**src/rtl/kbd_port_pkg.sv**
```systemverilog
// Shared field offsets and register bit indices for the PS/2 keyboard I/O port.
// Pure definitions: no latency, no backpressure.
// Any block decoding ps2 event words or kbd_port status/control bytes imports this.
package kbd_port_pkg;

    localparam int ENTRY_W      = 10;

    // ps2 event word fields
    localparam int KEY_TOG      = 10;
    localparam int KEY_PRS      = 9;
    localparam int KEY_EXT      = 8;
    localparam int KEY_CODE_LSB = 0;

    // status byte bits
    localparam int ST_NEMPTY    = 0;
    localparam int ST_PRESSED   = 1;
    localparam int ST_EXT       = 2;
    localparam int ST_OVF       = 3;
    localparam int ST_FULL      = 4;
    localparam int ST_IRQEN     = 5;

    // control byte bits
    localparam int CT_FLUSH     = 0;
    localparam int CT_CLROVF    = 1;
    localparam int CT_IRQEN     = 2;

    typedef struct packed {
        logic       pressed;
        logic       ext;
        logic [7:0] code;
    } key_ent_t;

endpackage

```
**src/rtl/kbd_fifo.sv**
```systemverilog
// Synchronous FIFO with flush; head is combinational from the read pointer.
// Latency: push visible in count/head on the next clk; pop likewise.
// Backpressure: push while full is dropped unless a pop frees the slot that cycle; flush wins.
module kbd_fifo #(
    parameter int DEPTH = 8,
    parameter int WIDTH = 10
) (
    input  logic                     clk,
    input  logic                     reset_n,
    input  logic                     push,
    input  logic [WIDTH-1:0]         push_dat,
    input  logic                     pop,
    input  logic                     flush,
    output logic [WIDTH-1:0]         head,
    output logic                     empty,
    output logic                     full,
    output logic [$clog2(DEPTH):0]   count
);

    localparam int AW = $clog2(DEPTH);

    logic [WIDTH-1:0] mem [DEPTH];
    logic [AW-1:0]    wr_ptr;
    logic [AW-1:0]    rd_ptr;
    logic [AW:0]      cnt;
    logic             do_push;
    logic             do_pop;

    assign empty   = (cnt == '0);
    assign full    = (cnt == (AW+1)'(DEPTH));
    assign do_pop  = pop && !empty;
    // a pop in the same cycle frees the slot, so a full FIFO still accepts the push
    assign do_push = push && (!full || do_pop);
    assign head    = mem[rd_ptr];
    assign count   = cnt;

    always_ff @(posedge clk) begin
        if (do_push && !flush) begin
            mem[wr_ptr] <= push_dat;
        end
    end

    always_ff @(posedge clk or negedge reset_n) begin
        if (!reset_n) begin
            wr_ptr <= '0;
            rd_ptr <= '0;
            cnt    <= '0;
        end else if (flush) begin
            wr_ptr <= '0;
            rd_ptr <= '0;
            cnt    <= '0;
        end else begin
            if (do_push) wr_ptr <= wr_ptr + 1'b1;
            if (do_pop)  rd_ptr <= rd_ptr + 1'b1;
            if (do_push && !do_pop)      cnt <= cnt + 1'b1;
            else if (do_pop && !do_push) cnt <= cnt - 1'b1;
        end
    end

endmodule

```
**src/rtl/kbd_port.sv**
```systemverilog
// Z80 I/O front end for PS/2 key events: data port at PORT_BASE, status/control at PORT_BASE+1.
// Latency: one clk for dout/sel/irq_n; pop happens the clk after the data read strobe ends.
// Backpressure: none toward ps2; events arriving while full are dropped and flag overflow. KBD_PORT_IRQ_EN enables irq.
module kbd_port
    import kbd_port_pkg::*;
#(
    parameter logic [7:0] PORT_BASE  = 8'h82,
    parameter int         FIFO_DEPTH = 8
) (
    input  logic        clk,
    input  logic        reset_n,
    input  logic [10:0] ps2_key,
    input  logic [7:0]  addr,
    input  logic        n_iorq,
    input  logic        n_rd,
    input  logic        n_wr,
    input  logic        n_m1,
    input  logic [7:0]  din,
    output logic [7:0]  dout,
    output logic        sel,
    output logic        irq_n,
    output logic [3:0]  count
);

    localparam logic [7:0] STAT_ADDR = PORT_BASE + 8'd1;
    localparam int         CW        = $clog2(FIFO_DEPTH) + 1;

    logic          data_sel, stat_sel;
    logic          data_rd_now, stat_rd_now, stat_wr_now;
    logic          rd_data_q, wr_stat_q, wr_stat_q2;
    logic          prev, armed, ovf, irq_en;
    logic [2:0]    ctl_q;
    logic          push_req, pop_req, flush, ctl_fire, drop;
    logic          empty, full;
    logic [CW-1:0] fifo_cnt;
    logic [7:0]    status;
    key_ent_t      push_ent, head;

    assign data_sel    = (addr == PORT_BASE) && !n_iorq && n_m1;
    assign stat_sel    = (addr == STAT_ADDR) && !n_iorq && n_m1;
    assign data_rd_now = data_sel && !n_rd;
    assign stat_rd_now = stat_sel && !n_rd;
    assign stat_wr_now = stat_sel && !n_wr;

    assign push_req = armed && (ps2_key[KEY_TOG] != prev);
    // pop at the trailing edge of the read so dout stays stable for the whole strobe
    assign pop_req  = rd_data_q && !data_rd_now && !empty;
    assign ctl_fire = wr_stat_q && !wr_stat_q2;
    assign flush    = ctl_fire && ctl_q[CT_FLUSH];
    assign drop     = push_req && full && !pop_req && !flush;
    assign push_ent = '{pressed: ps2_key[KEY_PRS], ext: ps2_key[KEY_EXT],
                        code: ps2_key[KEY_CODE_LSB +: 8]};
    assign count    = 4'(fifo_cnt);

    kbd_fifo #(
        .DEPTH (FIFO_DEPTH),
        .WIDTH (ENTRY_W)
    ) u_fifo (
        .clk      (clk),
        .reset_n  (reset_n),
        .push     (push_req),
        .push_dat (push_ent),
        .pop      (pop_req),
        .flush    (flush),
        .head     (head),
        .empty    (empty),
        .full     (full),
        .count    (fifo_cnt)
    );

    always_comb begin
        status             = '0;
        status[ST_NEMPTY]  = !empty;
        status[ST_PRESSED] = !empty && head.pressed;
        status[ST_EXT]     = !empty && head.ext;
        status[ST_OVF]     = ovf;
        status[ST_FULL]    = full;
        status[ST_IRQEN]   = irq_en;
    end

    always_ff @(posedge clk or negedge reset_n) begin
        if (!reset_n) begin
            prev       <= 1'b0;
            armed      <= 1'b0;
            rd_data_q  <= 1'b0;
            wr_stat_q  <= 1'b0;
            wr_stat_q2 <= 1'b0;
            ctl_q      <= '0;
            ovf        <= 1'b0;
            dout       <= 8'h00;
            sel        <= 1'b0;
        end else begin
            prev       <= ps2_key[KEY_TOG];
            armed      <= 1'b1;
            rd_data_q  <= data_rd_now;
            wr_stat_q  <= stat_wr_now;
            wr_stat_q2 <= wr_stat_q;
            if (stat_wr_now) ctl_q <= din[CT_IRQEN:0];
            // a drop in the same cycle as clear-overflow keeps the flag set
            if (drop)                              ovf <= 1'b1;
            else if (ctl_fire && ctl_q[CT_CLROVF]) ovf <= 1'b0;
            sel <= data_rd_now || stat_rd_now;
            if (data_rd_now)      dout <= empty ? 8'h00 : head.code;
            else if (stat_rd_now) dout <= status;
            else                  dout <= 8'h00;
        end
    end

`ifdef KBD_PORT_IRQ_EN
    always_ff @(posedge clk or negedge reset_n) begin
        if (!reset_n) begin
            irq_en <= 1'b0;
            irq_n  <= 1'b1;
        end else begin
            if (ctl_fire) irq_en <= ctl_q[CT_IRQEN];
            irq_n <= !(irq_en && !empty);
        end
    end
`else
    logic unused_ctl_irqen;
    assign unused_ctl_irqen = ctl_q[CT_IRQEN];
    assign irq_en = 1'b0;
    assign irq_n  = 1'b1;
`endif

    logic unused_din;
    assign unused_din = &{1'b0, din[7:CT_IRQEN+1]};

endmodule

```
**config.mk**
```make
export PLATFORM = sky130hd
export DESIGN_NAME = kbd_port
export DESIGN_NICKNAME = d
export VERILOG_FILES = /design/src/rtl/kbd_port_pkg.sv /design/src/rtl/kbd_fifo.sv /design/src/rtl/kbd_port.sv
export SDC_FILE = /design/constraint.sdc
export NUM_CORES = 1
export LEC_CHECK = 0
export ABC_CLOCK_PERIOD_IN_PS = 3600
export CAP_MARGIN = 25
export CORE_UTILIZATION = 56
export CTS_CLUSTER_DIAMETER = 200
export DETAILED_ROUTE_END_ITERATION = 6
export PLACE_DENSITY = 0.81
export REMOVE_ABC_BUFFERS = 1
export SYNTH_ARGS = -nofsm -noshare
export SYNTH_HDL_FRONTEND = slang
export SYNTH_SLANG_ARGS = --single-unit
```
**constraint.sdc**
```tcl
create_clock -name clk -period 3.6 [get_ports clk]
set_clock_uncertainty 0.05 [all_clocks]
set_input_delay 0.72 -clock clk [delete_from_list [all_inputs] [get_ports clk]]
set_output_delay 0.72 -clock clk [all_outputs]
set_load 0.01 [all_outputs]
```
==> out/qor.csv <==
stage;metric;value;unit
min_path;hold path cells;0;
yosys;synth warn;0;
yosys;xor and xnor area share after synthesis;1.020;%
clocking;CTS tree;yes;
timing;setup_tns;0;ns
timing;final setup fails;0;
yosys;syn avg cell area;17.67;µm²
setup_path;class of the most critical setup path;primary input to flop;
clocking;Clock Latency Late Sink;0.37;ns
cells_and_area;share of post-route cells with drive strength above 1;20.06;%
global_route;vias in the first global route;2294;
power_and_ir_drop;power per cell area;517.2;nW/µm²
power_and_ir_drop;P_leak;1.822;nW
global_route;first-pass GRT wire length;11720;µm
floorplanning;die width;89.57;µm
route;Vias;2349;
min_path;Worst Hold Class;flop to flop;
yosys;post-synthesis cell count;243;
power_and_ir_drop;Power Total;0.002651;W
yosys;largest family of logic cells by synthesized area;multiplexers;
cells_and_area;Nets;342;
clocking;Post-CTS Setup Inserts;0;
floorplanning;die area;8022;µm²
route;Routed WL;7775;µm
route;WL per Instance;19.06;µm
route;Final ANT Viol Nets;0;
setup_path;startpoint types;primary input;
global_route;initial antenna violation count;0;
floorplanning;chip height;89.57;µm
route;first-pass iteration count of the detailed router;5;
timing;Fmax;332.4;MHz
clocking;H-tree depth;3;
yosys;Synth Area in Compound Gates;3.467;%
clocking;Num CTS Buffers;9;
placement;HPWL Detailed;5075;µm
yosys;mapped cell area;4294;µm²
setup_path;CP Max Fanout;4;
global_route;all-layer global routing usage;21.11;%
setup_path;crit path DAT;3.26;ns
setup_path;Reg2Reg Depth;9;
flow_run;Max Cap Violations;0;
floorplanning;standard-cell rows;31;
setup_path;Critical Path End Type;flop;
floorplanning;io pins;47;
timing;post-layout min period;3.009;ns
yosys;ys async rst share;25.23;%
yosys;Simple-Gate Fraction of Synth Area;7.197;%
min_path;hold endpoint;wr_stat_q2;
setup_path;Data required, critical path;3.85;ns
setup_path;r2r endpoint;u_fifo.count[3];
yosys;part of the Yosys area used for sequential elements;71.68;%
run_status;status;finished clean;
timing;max-slew violations;0;
clocking;Clock Pin Slew Worst Setup and Hold Paths;0.11;ns
floorplanning;Core ar.;7331;µm²
setup_path;RR Startpoint;u_fifo.count[2];
placement;RD Place Congestion;0.7517;
timing;Hold Vio Cnt, Final;0;
clocking;root buf cell;clkbuf_8;
power_and_ir_drop;VDD IR max;0.3467;mV
yosys;mux cell area share after synthesis;13.81;%
route;vias per cell;5.757;
min_path;hold_sp;wr_stat_q;
clocking;Hold Buf Count CTS;0;
yosys;Netlist cell types;41;
clocking;CTS resizes;0;
clocking;# clock sinks;107;
route;Remaining DRCs;0;
setup_path;flop2flop setup slack;0.82;ns
timing;unrepaired setup endpoints after global routing;false;
yosys;Synth Register Bits;107;
yosys;post-synthesis adder-cell area fraction;1.632;%
cells_and_area;antenna cell count;0;
yosys;Post-synth EDFFs;80;
global_route;largest net degree at the start of global routing;28;
floorplanning;initial core utilization;58.58;%
timing;final period utilization;83.57;%
cells_and_area;FILL cells;455;
timing;relative slew slack;34.50;%
cells_and_area;Layout area overhead;19.38;%
route;initial DRC count;161;
global_route;GRT overflow;0;
yosys;top_reg_cell synth;edfxtp_1;
setup_path;worst setup path start;n_m1;
clocking;clock tree buffer depth;2;
timing;Worst-Margin Slew;0.9825;ns
placement;I/O Buffers;39;
## stage by stage
step | instance area (µm²) | setup slack, ns | utilization, % | std cells | hold slack, ns
2_1_floorplan | 4265 | 0.5010 | - | 237 | 0.2965
3_3_place_gp | 4911 | 0.2077 | 66.99 | 390 | 0.3033
3_5_place_dp | 4911 | 0.2165 | 66.99 | 390 | 0.3083
4_1_cts | 5104 | 0.6170 | 69.62 | 406 | 0.3343
5_1_grt | 5126 | 0.3786 | 69.93 | 408 | 0.3488
6_report | 5126 | 0.5913 | 69.93 | 408 | 0.3312
## kinds of logic after synthesis
family,Yosys count
DFF,107
and+or+nand+nor,58
muxes,34
AOI/OAI and AO/OA,22
buffers and inverters,11
adders and majority gates,5
xor gates and xnor gates,5
other,1
## Yosys cell counts (all sizes together) (2+ instances only)
| master | instances | share of area, % |
|---|---|---|
| ha | 4 | 1.2 |
| inv | 4 | 0.35 |
| nand2 | 14 | 1.2 |
| nor3 | 4 | 0.47 |
| or4 | 2 | 0.44 |
| nand2b | 3 | 0.44 |
| nor2 | 12 | 1.1 |
| buf | 4 | 0.50 |
| nor4 | 4 | 0.58 |
| xnor2 | 3 | 0.61 |
| o21ai | 7 | 0.82 |
| nand4 | 2 | 0.29 |
| xor2 | 2 | 0.41 |
| clkbuf | 3 | 0.26 |
| dfrtp | 27 | 16 |
| a21oi | 6 | 0.70 |
| nand3b | 2 | 0.35 |
| nor2b | 2 | 0.29 |
| edfxtp | 80 | 56 |
| and2 | 4 | 0.64 |
| o22ai | 5 | 0.73 |
| mux2 | 2 | 0.52 |
| or3 | 2 | 0.29 |
| mux2i | 12 | 2.8 |
| mux4 | 20 | 10 |
| nand3 | 3 | 0.35 |
## power breakdown
part,switching [W],leakage (nW),internal (W)
registers,0.0000860,1.07,0.00143
clock network,0.000424,0.0980,0.000270
logic,0.000213,0.653,0.000224
## per-layer routing
layer | vias to the layer above | wire length (µm) | GRT usage (%)
li1 | 1069 | - | -
met1 | 1200 | 3257 | 26.90
met2 | 71 | 3992 | 35.88
met3 | 9 | 435 | 4.155
met4 | 0 | 90 | 8.369
met5 | - | 0 | 0
## placed cells by master, fill, tap and decap left out, types with 2 or more instances in the layout
cell type / Yosys / routed
nor2_1: 11 / 11
mux4_2: 20 / 20
inv_1: 4 / 4
or3_1: 2 / 2
mux2_2: 2 / 2
nand2_1: 14 / 14
conb_1: 1 / 2
xor2_1: 2 / 2
nand3_1: 3 / 3
xnor2_1: 3 / 3
nand2b_1: 3 / 3
clkinv_4: 0 / 2
nor2b_1: 2 / 2
nor4_2: 0 / 3
ha_1: 4 / 4
clkbuf_8: 0 / 9
a21oi_1: 6 / 6
nand4_1: 2 / 2
and2_1: 3 / 3
inv_8: 0 / 2
buf_4: 1 / 16
o22ai_1: 5 / 5
nor3_1: 4 / 4
mux2i_1: 12 / 12
dfrtp_1: 27 / 27
edfxtp_1: 80 / 80
clkdlybuf4s50_1: 0 / 39
nand3b_1: 2 / 2
o21ai_0: 7 / 7
## worst max-delay path: stages
cell and delay [ns]:
clkdlybuf4s50_1 0.45, nor4bb_1 0.33, nand4_1 0.29, a211oi_4 0.30, inv_1 0.13, ha_1 0.28
a21o_1 0.17, a21oi_1 0.17, mux2i_1 0.23, mux2i_1 0.19
## area by class of cell
cell class                 count  area (µm²)  share of cell area [%]
inverter                       4       15.01                  0.2929
multi-input combinational    126        1191                   23.24
tap                           99       123.9                   2.416
clock inverter                 7       68.82                   1.342
timing repair buffer          56       525.5                   10.25
sequential                   107        3078                   60.04
clock buffer                   9       123.9                   2.416
## registers in the layout, indices dropped and copies added, names as in the netlist
name,flops
prev,1
u_fifo.count,4
u_fifo.wr_ptr,3
armed,1
rd_data_q,1
u_fifo.mem,80
sel,1
wr_stat_q2,1
wr_stat_q,1
ctl_q,2
u_fifo.rd_ptr,3
dout,8
ovf,1
## how the worst max path moves through the flow
| stage | to | cells after the start | slack [ns] |
|---|---|---|---|
| floorplan | u_fifo.mem[1][0] | 6 | 0.50 |
| global placement | u_fifo.count[3] | 10 | 0.21 |
| detailed placement | u_fifo.count[3] | 10 | 0.22 |
| CTS | u_fifo.count[3] | 10 | 0.62 |
| global route | u_fifo.count[3] | 10 | 0.38 |
| finish | u_fifo.count[3] | 10 | 0.59 |
Power figures use the tool's default switching activity.
==> edit 1 (same settings) <==
Register the output `count`, without a reset; this adds one clock of latency there. The other outputs are not delayed to match. Comments in the files are not updated.
--- a/src/rtl/kbd_port.sv
+++ b/src/rtl/kbd_port.sv
@@ -27,2 +27,4 @@
 
+    logic [3:0] count_d;
+
     logic          data_sel, stat_sel;
@@ -52,3 +54,3 @@
                         code: ps2_key[KEY_CODE_LSB +: 8]};
-    assign count    = 4'(fifo_cnt);
+    assign count_d  = 4'(fifo_cnt);
 
@@ -128,2 +130,6 @@
 
+    always_ff @(posedge clk) begin
+        count <= count_d;
+    end
+
 endmodule
Check against the original RTL: not equivalent (Yosys sat finds a counterexample within 4 cycles, from zero or initial values and one cycle with reset_n low).
==> edit 1 against the original RTL <==
  * First-iteration DRC count fell by 16%
  * Area after synthesis rose by 1.9%
  * Sequential cell count rose by 4
  * Cell area rose by 1.1%
  * Routed wire length rose by 1.3%
  * Worst hold slack improved by 0.0055 ns
  * Worst setup slack got worse by 0.13 ns
  * Largest power group unchanged
  * Power rose by 3.4%
==> edit 1: results (changes against the original RTL) <==
- Register area share after synthesis: 72.2% (+0.52 points)
- Num sequential: 111 (+3.7%)
- Cells after DPL: 392 (+0.51%)
- Worst-path fanout max: 3 (-1)
- Max VDD drop: 0.317 mV (-8.7%)
- Share of layout cells above drive strength 1: 19.0% (-1.0 points)
- First-pass GRT wire length: 12,600 um (+7.7%)
- Clock buf/inv share: 3.67% (-0.091 points)
- Routability Congestion: 0.717 (-4.6%)
- Post-Synthesis Cells: 247 (+1.6%)
- Slew HR: 33.3% (-1.2 points)
- Via density: 5.82 (+1.2%)
- Final core area utilization: 70.0% (about the same)
- Unique cell type count in the Yosys netlist: 42 (+2.4%)
- Fillers: 467 (+2.6%)
- Post-Route M1 WL: 3400 um (+4.4%)
- Placed cell area: 0.00498 mm^2 (+1.5%)
- Seq pwr: 0.00159 W (+5%)
- Register Area: 0.00316 mm^2 (+2.6%)
- P_sw: 0.000745 W (+3.0%)
- Arr. time, crit path: 3.38 ns (+0.12 ns)
- CP delay by family, top: buffers and inverters
- Status: finished, final reports clean
- Vias in the first global route: 2,465 (+7.5%)
- Via Count: 2,382 (+1.4%)
- Buffering overhead: 9.77% (-0.48 points)
- Static leakage: 1.84 nW (+0.87%)
- Total power: 0.00274 W (+3.4%)
- Ranking of synthesized cells by area: edfxtp_1 (55%), dfrtp_1 (15%), mux4_2 (10%)
- GRT Overall Usage: 20.8% (-0.29 points)
- First-pass detailed-route iteration total: 4 (-1)
- Post-Route WL: 7880 um (+1.3%)
- Synth async-reset ratio: 24.3% (-0.91 points)
- Non-CTS buffers: 53 (-5.4%)
- WL met2: 3960 um (-0.90%)
- NumNets Final: 343 (+0.29%)
- Met3 Usage GRT: 4.88% (+0.73 points)
- Dpl ws: 0.0995 ns (-0.117 ns)
- Clock latency on the worst-skew pair: 0.36 ns
- CLK BUF: 10 (+1)
- Dpl hpwl: 5250 um (+3.4%)
[edit 1: changes by cell type after synthesis]
cell and change:
dfxtp_1 +4
[edit 1: final timing paths]
kind                                 start                to  slack, ns  cells past startpoint
min in group asynchronous          reset_n   u_fifo.count[1]       0.68                      2
setup reg to reg           u_fifo.count[2]   u_fifo.count[3]       0.81                      9
hold reg to reg                  wr_stat_q        wr_stat_q2       0.34                      0
setup / recovery                      n_m1   u_fifo.count[3]       0.46                     11
max in group asynchronous          reset_n  u_fifo.wr_ptr[2]       2.54                      2
hold / removal                   wr_stat_q        wr_stat_q2       0.34                      0
[edit 1: cells by family after synthesis]
| kind of cell | after synthesis | synth area share [%] |
|---|---|---|
| flops | 111 | 72.2 |
| simple gates | 58 | 7.07 |
| xor+xnor | 5 | 1.00 |
| fa+ha+maj | 5 | 1.60 |
| compound gates | 22 | 3.40 |
| mux | 34 | 13.6 |
| buf+inv | 11 | 1.09 |
| other cells | 1 | 0.0857 |
==> edit 2 (same settings) <==
Without the edit above. `FIFO_DEPTH`: 8 -> 16.
--- a/src/rtl/kbd_port.sv
+++ b/src/rtl/kbd_port.sv
@@ -7,3 +7,3 @@
     parameter logic [7:0] PORT_BASE  = 8'h82,
-    parameter int         FIFO_DEPTH = 8
+    parameter int         FIFO_DEPTH = 16
 ) (
Check against the original RTL: same outputs for any inputs over 10 cycles, from zero or initial values and one cycle with reset_n low; that may be too few to reach the edited logic, so the function may still have changed.
==> edit 2 against the original RTL <==
  * Final cell count is 67% higher
  * Sequential cell count grew 83
  * Combinational power rose by 42%
  * Worst setup slack worse by 0.45 ns
  * Routed wire length increased by 90%
  * Power increased by 91%
  * Utilization decreased by 2.4 points
  * Area after synthesis up 80%
  * Global-route usage up 1.1 points
  * Highest routed layer unchanged
  * Die area rose by 78%
  * Cell area grew 76%
  * Maximum frequency is 13% lower
==> edit 2: results (changes against the original RTL) <==
- Status: finished, final reports clean
- Sw frac: 25.0% (-2.3 points)
- Clock latency on the worst-skew pair: 0.43 ns (+0.06 ns)
- Flip-flop count of the largest register after layout: 160 (+100%)
- DR iter-0 viols: 377 (+130%)
- Via Count: 4,139 (+76%)
- Arr. time, crit path: 3.69 ns (+0.43 ns)
- Post-route antenna net violation count: 0 (unchanged)
- Routability Congestion: 0.811 (+7.8%)
- ANT cells: 0 (unchanged)
- CP Launch Point: addr[4]
- Reg2Reg Launch Point: u_fifo.count[1]
- Largest net degree at the start of global routing: 44 (+57%)
- Placed cell area: 0.00843 mm^2 (+72%)
- Area Growth Syn to Fin: 16.7%
- GRT Overall Usage: 22.3% (+1.1 points)
- Dpl ws: -0.295 ns (-0.511 ns)
- Max VDD drop: 0.308 mV (-11%)
- Post-Route WL: 14,800 um (+90%)
- CP delay by family, top: compound AO/OA/AOI/OAI gates
- NumNets Final: 534 (+56%)
- Worst-Margin Slew: 0.995 ns (+0.0121 ns)
- First-pass GRT wire length: 23,100 um (+97%)
- Routed len/inst: 21.7 um (+14%)
- Clock transition at path regs: 0.07 ns (-0.04 ns)
- Cells after DPL: 645 (+65%)
- Max incr delay on CP: 0.55 ns (+0.10 ns)
- Unique cell type count in the Yosys netlist: 55 (+34%)
- Crit-path slowest cell: or4b_4
- Flop pwr share: 52.5% (-4.8 points)
- Most instantiated cells after synthesis: edfxtp_1 (160), mux4_2 (44), dfrtp_1 (30), nor2_1 (29), nand3_1 (19)
- Register area share after synthesis: 71.9% (+0.22 points)
- Hold Startpoint: wr_stat_q
- Clk root buf: clkbuf_16
- Static leakage: 3.06 nW (+68%)
- Syn Area/Cell: 18.1 um^2 (+2.6%)
- EDFF count, synth: 160 (+100%)
- Dpl hpwl: 9490 um (+87%)
- Combinational Power Share: 12.3% (-4.2 points)
- Fillers: 845 (+86%)
- Vias in the first global route: 4,295 (+87%)
- Htree depth: 4 (+1)
- Ranking of synthesized cells by area: edfxtp_1 (62%), mux4_2 (13%), dfrtp_1 (9.7%)
- Total CTS buffers: 17 (+8)
- Share of layout cells above drive strength 1: 23.4% (+3.3 points)
- Synth async-reset ratio: 15.8% (-9.4 points)
- Comb pwr: 0.000622 W (+42%)
==> edit 2: cell types whose count changed in the layout (fill, tap and decap cells not counted), moves of 4 or more <==
cell and delta:
o22ai_1 -5, edfxtp_1 +80, nor3_1 +6, mux2i_1 -10
clkbuf_8 -9, nor2_1 +18, ha_1 +5, a22oi_1 +4
nand3_1 +16, clkbuf_16 +17, buf_4 +14, mux4_2 +24
==> edit 2: cell families (layout without fill, tap and decap cells) <==
group | after synthesis | after routing | share of synthesized area, %
fa+ha+maj | 10 | 10 | 1.72
compound gates | 35 | 35 | 3.22
xor+xnor | 9 | 9 | 1.02
flops | 190 | 190 | 71.9
buf+inv | 34 | 111 | 2.17
other cells | 1 | 2 | 0.0485
mux | 48 | 48 | 13.4
simple gates | 99 | 99 | 6.54
==> edit 2: worst paths after layout <==
check	depth (start not counted)	to	slack, ns
setup / recovery	11	u_fifo.count[4]	0.14
hold / removal	0	wr_stat_q2	0.39
setup reg to reg	10	u_fifo.count[4]	0.69
hold reg to reg	0	wr_stat_q2	0.39
max in group asynchronous	2	u_fifo.rd_ptr[0]	2.57
min in group asynchronous	2	dout[6]	0.64
==> edit 2: layout make-up <==
cell class | count | area share (%)
clock buffers | 17 | 4.72
clock inverters | 15 | 1.51
inverters | 9 | 0.375
multi-input cells | 203 | 22.3
flip-flops and latches | 190 | 61.6
well taps | 176 | 2.44
repair buffers | 70 | 7.05
==> edit 2: per-layer routing <==
| layer | vias to the layer above | global-route usage [%] | wire (um) |
|---|---|---|---|
| li1 | 1815 | - | - |
| met1 | 2126 | 28.8 | 5960 |
| met2 | 170 | 36.6 | 7510 |
| met3 | 28 | 4.79 | 971 |
| met4 | 0 | 9.61 | 319 |
| met5 | - | 0 | 0 |
